==> src/rtl/bsg_axil_pkg.sv <==
// Shared AXI4-Lite definitions: response codes and small elaboration helpers
// used by the CSR responder and its address decoder.
package bsg_axil_pkg;

  typedef enum logic [1:0] {
    RESP_OKAY   = 2'b00,
    RESP_SLVERR = 2'b10
  } axil_resp_e;

  function automatic axil_resp_e resp_of(input logic ok);
    return ok ? RESP_OKAY : RESP_SLVERR;
  endfunction

  // Width of a register index; never zero so single-register banks still elaborate.
  function automatic int idx_width(input int n);
    return (n > 1) ? $clog2(n) : 1;
  endfunction

endpackage

==> src/rtl/bsg_axil_csr_decode.sv <==
// Maps a byte address onto a CSR index and reports whether it lands in the
// bank at all and whether it lands in the read/write part of it.
module bsg_axil_csr_decode
  import bsg_axil_pkg::*;
#(
  parameter int                      addr_width_p  = 32,
  parameter int                      data_width_p  = 32,
  parameter logic [addr_width_p-1:0] base_addr_p   = addr_width_p'('h1000),
  parameter int                      num_rw_regs_p = 8,
  parameter int                      num_ro_regs_p = 4
) (
  input  logic [addr_width_p-1:0]                                 addr,
  output logic [idx_width(num_rw_regs_p + num_ro_regs_p)-1:0]     idx,
  output logic                                                    hit,
  output logic                                                    is_rw
);

  localparam int num_regs_lp  = num_rw_regs_p + num_ro_regs_p;
  localparam int idx_width_lp = idx_width(num_regs_lp);
  localparam int lg_bytes_lp  = $clog2(data_width_p / 8);

  logic [addr_width_p-1:0] off;
  logic [addr_width_p-1:0] word;

  // Sub-word byte bits fall off in the shift; below-base addresses wrap high
  // and are rejected by the explicit base comparison.
  assign off   = addr - base_addr_p;
  assign word  = off >> lg_bytes_lp;
  assign hit   = (addr >= base_addr_p) && (word < addr_width_p'(num_regs_lp));
  assign idx   = word[idx_width_lp-1:0];
  assign is_rw = hit && (idx < idx_width_lp'(num_rw_regs_p));

endmodule

==> src/rtl/bsg_axil_csr_responder.sv <==
// AXI4-Lite responder exposing a bank of read/write CSRs driven to the design
// followed by read-only status words sampled from it.
module bsg_axil_csr_responder
  import bsg_axil_pkg::*;
#(
  parameter int                      addr_width_p  = 32,
  parameter int                      data_width_p  = 32,
  parameter logic [addr_width_p-1:0] base_addr_p   = addr_width_p'('h1000),
  parameter int                      num_rw_regs_p = 8,
  parameter int                      num_ro_regs_p = 4
) (
  input  logic                                    aclk_i,
  input  logic                                    aresetn_i,

  input  logic [addr_width_p-1:0]                 awaddr_i,
  input  logic [2:0]                              awprot_i,
  input  logic                                    awvalid_i,
  output logic                                    awready_o,

  input  logic [data_width_p-1:0]                 wdata_i,
  input  logic [data_width_p/8-1:0]               wstrb_i,
  input  logic                                    wvalid_i,
  output logic                                    wready_o,

  output logic [1:0]                              bresp_o,
  output logic                                    bvalid_o,
  input  logic                                    bready_i,

  input  logic [addr_width_p-1:0]                 araddr_i,
  input  logic [2:0]                              arprot_i,
  input  logic                                    arvalid_i,
  output logic                                    arready_o,

  output logic [data_width_p-1:0]                 rdata_o,
  output logic [1:0]                              rresp_o,
  output logic                                    rvalid_o,
  input  logic                                    rready_i,

  output logic [num_rw_regs_p*data_width_p-1:0]   csr_o,
  output logic [num_rw_regs_p-1:0]                csr_wr_v_o,
  input  logic [num_ro_regs_p*data_width_p-1:0]   status_i
);

  localparam int strb_width_lp = data_width_p / 8;
  localparam int idx_width_lp  = idx_width(num_rw_regs_p + num_ro_regs_p);

  typedef struct packed {
    logic                    v;
    logic [addr_width_p-1:0] addr;
  } aw_slot_t;

  typedef struct packed {
    logic                     v;
    logic [data_width_p-1:0]  data;
    logic [strb_width_lp-1:0] strb;
  } w_slot_t;

  aw_slot_t                aw_slot;
  w_slot_t                 w_slot;
  logic [data_width_p-1:0] regs [num_rw_regs_p];

  logic [idx_width_lp-1:0] w_idx, r_idx;
  logic                    w_hit, w_is_rw, w_ok;
  logic                    r_hit, r_is_rw;
  logic                    commit;
  logic [data_width_p-1:0] rd_word;

  logic unused_prot;
  assign unused_prot = ^{awprot_i, arprot_i};

  bsg_axil_csr_decode #(
    .addr_width_p (addr_width_p),
    .data_width_p (data_width_p),
    .base_addr_p  (base_addr_p),
    .num_rw_regs_p(num_rw_regs_p),
    .num_ro_regs_p(num_ro_regs_p)
  ) u_wr_decode (
    .addr (aw_slot.addr),
    .idx  (w_idx),
    .hit  (w_hit),
    .is_rw(w_is_rw)
  );

  bsg_axil_csr_decode #(
    .addr_width_p (addr_width_p),
    .data_width_p (data_width_p),
    .base_addr_p  (base_addr_p),
    .num_rw_regs_p(num_rw_regs_p),
    .num_ro_regs_p(num_ro_regs_p)
  ) u_rd_decode (
    .addr (araddr_i),
    .idx  (r_idx),
    .hit  (r_hit),
    .is_rw(r_is_rw)
  );

  assign awready_o = ~aw_slot.v;
  assign wready_o  = ~w_slot.v;
  assign arready_o = ~rvalid_o;
  assign w_ok      = w_hit & w_is_rw;

  // A pending B response blocks the next commit, so back-to-back writes
  // cannot overwrite a response the initiator has not yet accepted.
  assign commit = aw_slot.v & w_slot.v & ~bvalid_o;

  // NOTE: every variable in always_comb is given a default before any
  // conditional assignment; a missed path would otherwise infer a latch.
  always_comb begin
    rd_word = '0;
    for (int i = 0; i < num_rw_regs_p; i++) begin
      if (r_is_rw && (r_idx == idx_width_lp'(i))) rd_word = regs[i];
    end
    for (int j = 0; j < num_ro_regs_p; j++) begin
      if (r_hit && !r_is_rw && (r_idx == idx_width_lp'(num_rw_regs_p + j)))
        rd_word = status_i[j*data_width_p +: data_width_p];
    end
  end

  // NOTE: the register bank is built from flops, not a RAM, so it takes the
  // async reset like any other state; software expects zeroed CSRs.
  always_ff @(posedge aclk_i or negedge aresetn_i) begin
    if (!aresetn_i) begin
      for (int i = 0; i < num_rw_regs_p; i++) regs[i] <= '0;
    end else if (commit && w_ok) begin
      for (int i = 0; i < num_rw_regs_p; i++) begin
        if (w_idx == idx_width_lp'(i)) begin
          for (int b = 0; b < strb_width_lp; b++) begin
            if (w_slot.strb[b]) regs[i][b*8 +: 8] <= w_slot.data[b*8 +: 8];
          end
        end
      end
    end
  end

  // NOTE: sequential state uses non-blocking assignments only, so a read in
  // the commit cycle sees the pre-write register value.
  always_ff @(posedge aclk_i or negedge aresetn_i) begin
    if (!aresetn_i) begin
      aw_slot    <= '0;
      w_slot     <= '0;
      bvalid_o   <= 1'b0;
      bresp_o    <= '0;
      csr_wr_v_o <= '0;
    end else begin
      if (commit)                        aw_slot   <= '0;
      else if (awvalid_i && awready_o)   aw_slot   <= '{v: 1'b1, addr: awaddr_i};

      if (commit)                        w_slot    <= '0;
      else if (wvalid_i && wready_o)     w_slot    <= '{v: 1'b1, data: wdata_i, strb: wstrb_i};

      if (commit) begin
        bvalid_o <= 1'b1;
        bresp_o  <= resp_of(w_ok);
      end else if (bready_i) begin
        bvalid_o <= 1'b0;
      end

      for (int i = 0; i < num_rw_regs_p; i++)
        csr_wr_v_o[i] <= commit && w_ok && (w_idx == idx_width_lp'(i));
    end
  end

  always_ff @(posedge aclk_i or negedge aresetn_i) begin
    if (!aresetn_i) begin
      rvalid_o <= 1'b0;
      rdata_o  <= '0;
      rresp_o  <= '0;
    end else if (arvalid_i && arready_o) begin
      rvalid_o <= 1'b1;
      rdata_o  <= rd_word;
      rresp_o  <= resp_of(r_hit);
    end else if (rready_i) begin
      rvalid_o <= 1'b0;
    end
  end

  for (genvar i = 0; i < num_rw_regs_p; i++) begin : g_csr
    assign csr_o[i*data_width_p +: data_width_p] = regs[i];
  end

endmodule

==> config.mk <==
export PLATFORM = sky130hd
export DESIGN_NAME = bsg_axil_csr_responder
export DESIGN_NICKNAME = d
export VERILOG_FILES = /design/src/rtl/bsg_axil_pkg.sv /design/src/rtl/bsg_axil_csr_decode.sv /design/src/rtl/bsg_axil_csr_responder.sv
export SDC_FILE = /design/constraint.sdc
export NUM_CORES = 1
export LEC_CHECK = 0
export BUFFER_PORTS_ARGS = -buffer_cell sky130_fd_sc_hd__buf_2
export CORE_MARGIN = 8
export CORE_UTILIZATION = 35
export CTS_CLUSTER_DIAMETER = 60
export CTS_CLUSTER_SIZE = 30
export DETAILED_ROUTE_END_ITERATION = 6
export HOLD_SLACK_MARGIN = 0.03
export SYNTH_ARGS = -nofsm -noshare
export SYNTH_HDL_FRONTEND = slang
export SYNTH_HIERARCHICAL = 1
export SYNTH_SLANG_ARGS = --single-unit
==> constraint.sdc <==
create_clock -name aclk_i -period 8.1 [get_ports aclk_i]
set_input_delay 0.405 -clock aclk_i [delete_from_list [all_inputs] [get_ports aclk_i]]
set_output_delay 0.405 -clock aclk_i [all_outputs]
set_load 0.005 [all_outputs]
==> results of run 1 <==
-- placed cells by master, fill, tap and decap left out, types with 6 or more instances in the layout --
master	instances
mux4_2	9
nand2_1	45
buf_2	530
a22o_1	81
a211oi_1	13
diode_2	9
clkbuf_16	35
nand4_1	11
mux2_2	270
mux2_1	6
a21o_1	20
o21ai_0	71
nor2b_1	6
a222oi_1	6
or3_1	56
o211ai_1	6
a221oi_1	10
nor2_1	83
a22oi_1	34
dfrtp_1	368
a21oi_1	65
inv_6	8
nand3_1	9
mux2i_1	35
nor3_1	22
nor4_1	14
dlygate4sd3_1	6
o22ai_1	14
nor2_2	20
inv_1	9
buf_4	31
-- worst max-delay path: stages, from the launching register on --
cell and delay, ns:
dfrtp_1 0.38, nor4_1 0.35, nand4_1 0.14, a2111oi_1 0.51
o221ai_2 0.22, nor3_2 0.21, nand2_1 0.09, nor3_1 0.34
nand3_1 0.73, nor2_2 0.91, mux2_2 0.41
-- power groups by stage --
stage	Clock, W	Combinational, W	Sequential (W)
5_1_grt	0.00188	0.000827	0.00226
3_3_place_gp	0	0.000753	0.00225
2_1_floorplan	0	0.000448	0.00217
6_report	0.00178	0.000771	0.00224
4_1_cts	0.00181	0.000773	0.00223
3_5_place_dp	0	0.000770	0.00226
-- cell type report --
class / instances / area, sq um / share of cell area
antenna: 9 / 22.5 / 0.00100
clock inverter: 25 / 320 / 0.0143
multi-input combinational: 1009 / 8160 / 0.363
clock buffer: 38 / 897 / 0.0399
tap: 672 / 841 / 0.0374
sequential: 368 / 9210 / 0.410
inverter: 9 / 33.8 / 0.00150
timing repair buffer: 569 / 2980 / 0.133
-- final timing paths --
| kind | startpoint | to |
|---|---|---|
| min in group asynchronous | aresetn_i | csr_o[23] |
| worst min register to register | rresp_o[1] | rresp_o[1] |
| worst max-delay path | aw_slot[30] | csr_o[167] |
| worst min-delay path | wdata_i[1] | w_slot[5] |
| worst max register to register | aw_slot[30] | csr_o[167] |
| max in group asynchronous | aresetn_i | w_slot[1] |
-- per-layer routing --
| layer | track usage | up-vias | routed length [um] |
|---|---|---|---|
| li1 | - | 6637 | - |
| met5 | 0 | - | 57 |
| met2 | 0.448 | 865 | 39600 |
| met3 | 0.0612 | 153 | 7520 |
| met1 | 0.381 | 8109 | 35600 |
| met4 | 0.0941 | 10 | 2700 |
-- stage by stage --
stage | cells | area, sq um | hold WS, ns | util | total power, W
after floorplan | 1488 | 17800 | 0.109 | - | 0.00262
after global placement | 2621 | 21200 | 0.459 | 0.422 | 0.00300
after detailed placement | 2621 | 21200 | 0.467 | 0.422 | 0.00303
after CTS | 2690 | 22400 | 0.0322 | 0.447 | 0.00481
after global routing | 2695 | 22500 | 0.0540 | 0.447 | 0.00497
final | 2699 | 22500 | 0.0628 | 0.448 | 0.00479
-- sequential cells by signal, summed over array words and instances (netlist names) --
signal      cells
aw_slot        31
bresp_o         1
bvalid_o        1
csr_o         256
csr_wr_v_o      8
rdata_o        32
rresp_o         1
rvalid_o        1
w_slot         37
-- repair_timing --
| item | in CTS | in global routing |
|---|---|---|
| hold buffers | 6 | 0 |
| setup endpoints to repair | 0 | 0 |
| hold endpoints to repair | 124 | 0 |
==> metrics.md, run 1 <==
| Metric | Value |
|---|---|
| Post-Synthesis Cells | `1487` |
| Critical path data required time | `approximately 8.5 ns` |
| Final critical delay including setup and external delays | `~4.4 ns` |
| Number of nets in the layout | `~2200` |
| First-pass GRT wire length | `~120000 um` |
| TritonCTS clock tree | `built` |
| Unrepaired setup endpoints after global routing | `false` |
| Power per cell area | `roughly 210 nW/um^2` |
| Via-to-Cell Ratio | `between 5 and 6` |
| Setup_tns | `0 ns` |
| Number of cells traversed by the worst register-to-register path | `10` |
| Die boundary width | `241 um` |
| Critical Path Start Type | `register` |
| Combinational group share of total power | `0.161` |
| Core area | `between 50000 and 60000 sq um` |
| Largest buffer count on any clock path | `3` |
| Switching power | `approximately 0.0015 W` |
| Initial antenna violation count | `17` |
| Post-detailed-route count of antenna-violating nets | `0` |
| Reg2reg setup slack | `~3.7 ns` |
| Slew at the pin with the worst max-slew slack | `roughly 1.3 ns` |
| Mean area per synthesized cell | `roughly 12 sq um` |
| Initial DRC count | `roughly 1300` |
| Crit Path Class | `reg2reg` |
| Largest net degree at the start of global routing | `roughly 140` |
| Gr usage total | `0.282` |
| Final number of max-transition violations | `0` |
| Worst-skew pair later-pin latency | `between 0.5 and 0.6 ns` |
| Overall routed net length | `~85000 um` |
| Class of the most critical hold timing path | `in2reg` |
| Filler cell count in the final layout | `approximately 4800` |
| Total half-perimeter wirelength after legalization and detailed placement | `between 60000 and 70000 um` |
| Fraction of power spent switching nets | `0.320` |
| Port-buffer cells | `around 530` |
| Final number of hold-violating endpoints | `0` |
| Leak | `11.5 nW` |
| Layout area overhead | `26.4%` |
| Sequential Power Share | `0.467` |
| Max cap viols | `0` |
| Max Clock Skew | `approximately 0.025 ns` |
| Worst slack at placement | `around 3.6 ns` |
| Maximum VDD drop | `about 0.00032 V` |
| Worst endpoint data arrival time | `between 4 and 5 ns` |
| Worst hold path depth | `2` |
| Root buffer cell | `clkbuf_16` |
| Minimum setup slack in the final design | `3.71 ns` |
| CTS clock-pin slew for the worst setup and hold paths | `approximately 0.07 ns` |
| Period utilisation layout | `0.543` |
| H-tree depth reported by CTS | `2` |
| Sum of overflow across all layers after global routing | `0` |
| Mean routed wirelength per cell | `about 32 um` |
| Number of buffers inserted to repair setup after CTS | `0` |
| Initial cell density of the core | `0.354` |
| Achievable Freq | `roughly 230 MHz` |
| Layout cells sized above 1 | `0.479` |
| Total Die Area | `58200 sq um` |
| Weighted congestion at the end of routability-driven global placement | `~0.91` |
| Number of gates resized after CTS | `0` |
| Remaining design rule violation count | `0` |
| TritonCTS Buffers | `35` |
| Headroom to the max-slew limit | `0.139` |
| Router iterations before antenna repair | `5` |
| Count of yosys warnings during synthesis | `6` |
| Placement row count | `82` |
| Number of sinks driven by the clock tree | `368` |
| Die outline height | `around 240 um` |
| Worst Setup End Kind | `register` |
| Critical Path Fanout Max | `10` |
| Post-Synthesis Cell Area | `between 15000 and 20000 sq um` |
| Vias after detailed routing | `between 15000 and 20000` |
| Number of top-level pins | `between 500 and 600` |
| Part of the total power dissipated in the clock network | `0.372` |
| Cell-internal power | `0.00326 W` |
| Vias in the first global route | `15600` |
| Result of the run | `finished, final reports clean` |
| Final setup violation count | `0` |
Note: power is estimated with default switching activity, not from simulation.
==> run 2, diff against run 1 <==
clock period = 4.1 ns   (was 8.1 ns; I/O delays follow)
==> run 2 against run 1 <==
Net effect:
- power is 100% higher
- sequential share of layout area is 2.4 points lower
- fmax is 17% higher
- worst hold slack worse by 0.019 ns
- core utilization is 2.8 points higher
- highest routed layer unchanged
- die area stayed put
- clock power is 110% higher
- cell count is 5.0% higher
- routed wire length is 0.85% lower
- count of clock-buffer cells in the layout is 1 higher
- register-to-register slack worse by 3.4 ns
- largest cell class unchanged
- global-route usage is 0.073 points lower
==> metrics.md, run 2 (same netlist as run 1, synthesis figures left out) <==
| Metric | Value |
|---|---|
| Placement row count | `about 80` |
| Most common library cell in the layout ignoring fill and taps | `buf_2` |
| Critical Path Fanout Max | `8` |
| Weighted congestion at the end of routability-driven global placement | `0.936` |
| Period utilisation layout | `0.914` |
| First-pass GRT wire length | `119000 um` |
| Root buffer cell | `clkbuf_16` |
| Port-buffer cells | `533` |
| Sequential Power Share | `0.452` |
| End-of-flow core utilization | `0.476` |
| Remaining design rule violation count | `0` |
| H-tree depth reported by CTS | `2` |
| Setup_tns | `0 ns` |
| TritonCTS Buffers | `36` |
| Critical path data required time | `approximately 4.6 ns` |
| Overall routed net length | `between 80000 and 90000 um` |
| Max cap viols | `0` |
| Core area | `~50000 sq um` |
| Achievable Freq | `roughly 270 MHz` |
| Vias in the first global route | `16500` |
| Initial antenna violation count | `14` |
| Final number of max-transition violations | `0` |
| Number of buffers inserted to repair setup after CTS | `0` |
| Vias after detailed routing | `between 15000 and 20000` |
| Unrepaired setup endpoints after global routing | `false` |
| Die outline height | `241 um` |
| Register area | `9210 sq um` |
| Gr usage total | `0.281` |
| Number of gates resized after CTS | `0` |
| Number of top-level pins | `approximately 550` |
| Combinational group share of total power | `0.167` |
| Layout area overhead | `34.3%` |
| Cell-internal power | `around 0.0066 W` |
| Final number of hold-violating endpoints | `0` |
| Total Die Area | `58200 sq um` |
| Router iterations before antenna repair | `7` |
| Largest buffer count on any clock path | `3` |
| Slew at the pin with the worst max-slew slack | `approximately 1.2 ns` |
| Largest net degree at the start of global routing | `about 120` |
| Headroom to the max-slew limit | `0.203` |
| Result of the run | `finished, final reports clean` |
| Top library cells by usage in the layout, fill and taps aside | `buf_2, dfrtp_1, mux2_2` |
| Maximum VDD drop | `0.000343 V` |
| Number of nets in the layout | `about 2400` |
| Max Clock Skew | `~0.022 ns` |
| Power per cell area | `~410 nW/um^2` |
| Class of the most critical hold timing path | `in2reg` |
| Die boundary width | `around 240 um` |
| CTS clock-pin slew for the worst setup and hold paths | `about 0.08 ns` |
| Worst-skew pair later-pin latency | `approximately 0.57 ns` |
| Final setup violation count | `0` |
| Area occupied by multi-input gates | `between 8000 and 9000 sq um` |
| Layout cells sized above 1 | `0.469` |
| TritonCTS clock tree | `built` |
| Initial DRC count | `between 1000 and 1500` |
| Initial cell density of the core | `0.354` |
| Leak | `around 12 nW` |
| Sum of overflow across all layers after global routing | `0` |
| Part of the total power dissipated in the clock network | `0.381` |
| Critical Path Start Type | `register` |
| Number of sinks driven by the clock tree | `368` |
| Total half-perimeter wirelength after legalization and detailed placement | `around 63000 um` |
| Post-detailed-route count of antenna-violating nets | `0` |
| Worst Setup End Kind | `register` |
| Worst endpoint data arrival time | `4.20 ns` |
| Flip-flop count of the largest register after layout | `approximately 260` |
| Final critical delay including setup and external delays | `between 3 and 4 ns` |
| Via-to-Cell Ratio | `5.71` |
| Crit Path Class | `reg2reg` |
| Filler cell count in the final layout | `around 4600` |
| Mean routed wirelength per cell | `approximately 30 um` |
| Post-CTS Hold Buffers | `approximately 100` |
| Switching power | `between 0.003 and 0.004 W` |
| Fraction of power spent switching nets | `0.320` |
[run 2: cell types whose count changed in the layout (fill, tap and decap cells not counted), moves of 2 or more]
| cell | before | now |
|---|---|---|
| diode_2 | 9 | 6 |
| clkinv_2 | 5 | 1 |
| buf_4 | 31 | 70 |
| inv_6 | 8 | 3 |
| dlygate4sd3_1 | 6 | 101 |
| buf_12 | 1 | 5 |
| inv_12 | 0 | 2 |
| inv_8 | 0 | 5 |
| clkbuf_16 | 35 | 37 |
| clkinv_4 | 1 | 4 |
[run 2: power groups by stage]
stage | Clock [W] | Combinational, W | Sequential [W]
finish | 0.00372 | 0.00163 | 0.00442
global route | 0.00392 | 0.00176 | 0.00447
CTS | 0.00379 | 0.00162 | 0.00440
detailed placement | 0 | 0.00152 | 0.00447
global placement | 0 | 0.00150 | 0.00445
floorplan | 0 | 0.000885 | 0.00428
[run 2: layout make-up]
type                            instances  share of cell area
Multi-Input combinational cell       1009               0.342
Timing Repair Buffer                  707               0.180
Tap cell                              672              0.0352
Clock inverter                         25              0.0154
Clock buffer                           39              0.0395
Antenna cell                            6            0.000629
Sequential cell                       368               0.386
Inverter                                9             0.00142
[run 2: critical path, cell delays in order (launching register included)]
cell and delay [ns]:
dfrtp_1 0.40, or4_4 0.59, nor4_4 0.16, mux2i_1 0.25, o221ai_2 0.15, nor3_2 0.21
nand2_1 0.09, or3_1 0.46, nor3_2 0.39, buf_4 0.22, nand2_1 0.31, mux2_2 0.40
[run 2: metal layers]
| layer | wire length, um | GRT usage | up-vias |
|---|---|---|---|
| met5 | 24 | 0 | - |
| met4 | 3900 | 0.133 | 4 |
| met3 | 8070 | 0.0698 | 186 |
| met2 | 38400 | 0.437 | 910 |
| met1 | 34300 | 0.366 | 8191 |
| li1 | - | - | 6888 |
[run 2: worst paths after layout]
kind | end | cells after the start | slack [ns] | start
min in group asynchronous | csr_o[23] | 2 | 0.37 | aresetn_i
max in group asynchronous | csr_o[101] | 3 | 2.65 | aresetn_i
worst min register to register | rresp_o[1] | 2 | 0.49 | rresp_o[1]
worst max-delay path | csr_o[94] | 11 | 0.35 | aw_slot[14]
worst max register to register | csr_o[94] | 11 | 0.35 | aw_slot[14]
worst min-delay path | rdata_o[31] | 4 | 0.04 | status_i[127]
[run 2: through the flow]
step                      power (W)  hold WS, ns  setup WS [ns]  instances  area, sq um
after floorplan             0.00517      -0.0906          0.814       1488        17800
after global placement      0.00595        0.387          0.430       2664        21500
after detailed placement    0.00600        0.401          0.404       2664        21500
after CTS                   0.00982       0.0321          0.403       2829        23900
after global routing         0.0101       0.0774          0.185       2833        23900
final                       0.00976       0.0436          0.354       2835        23900
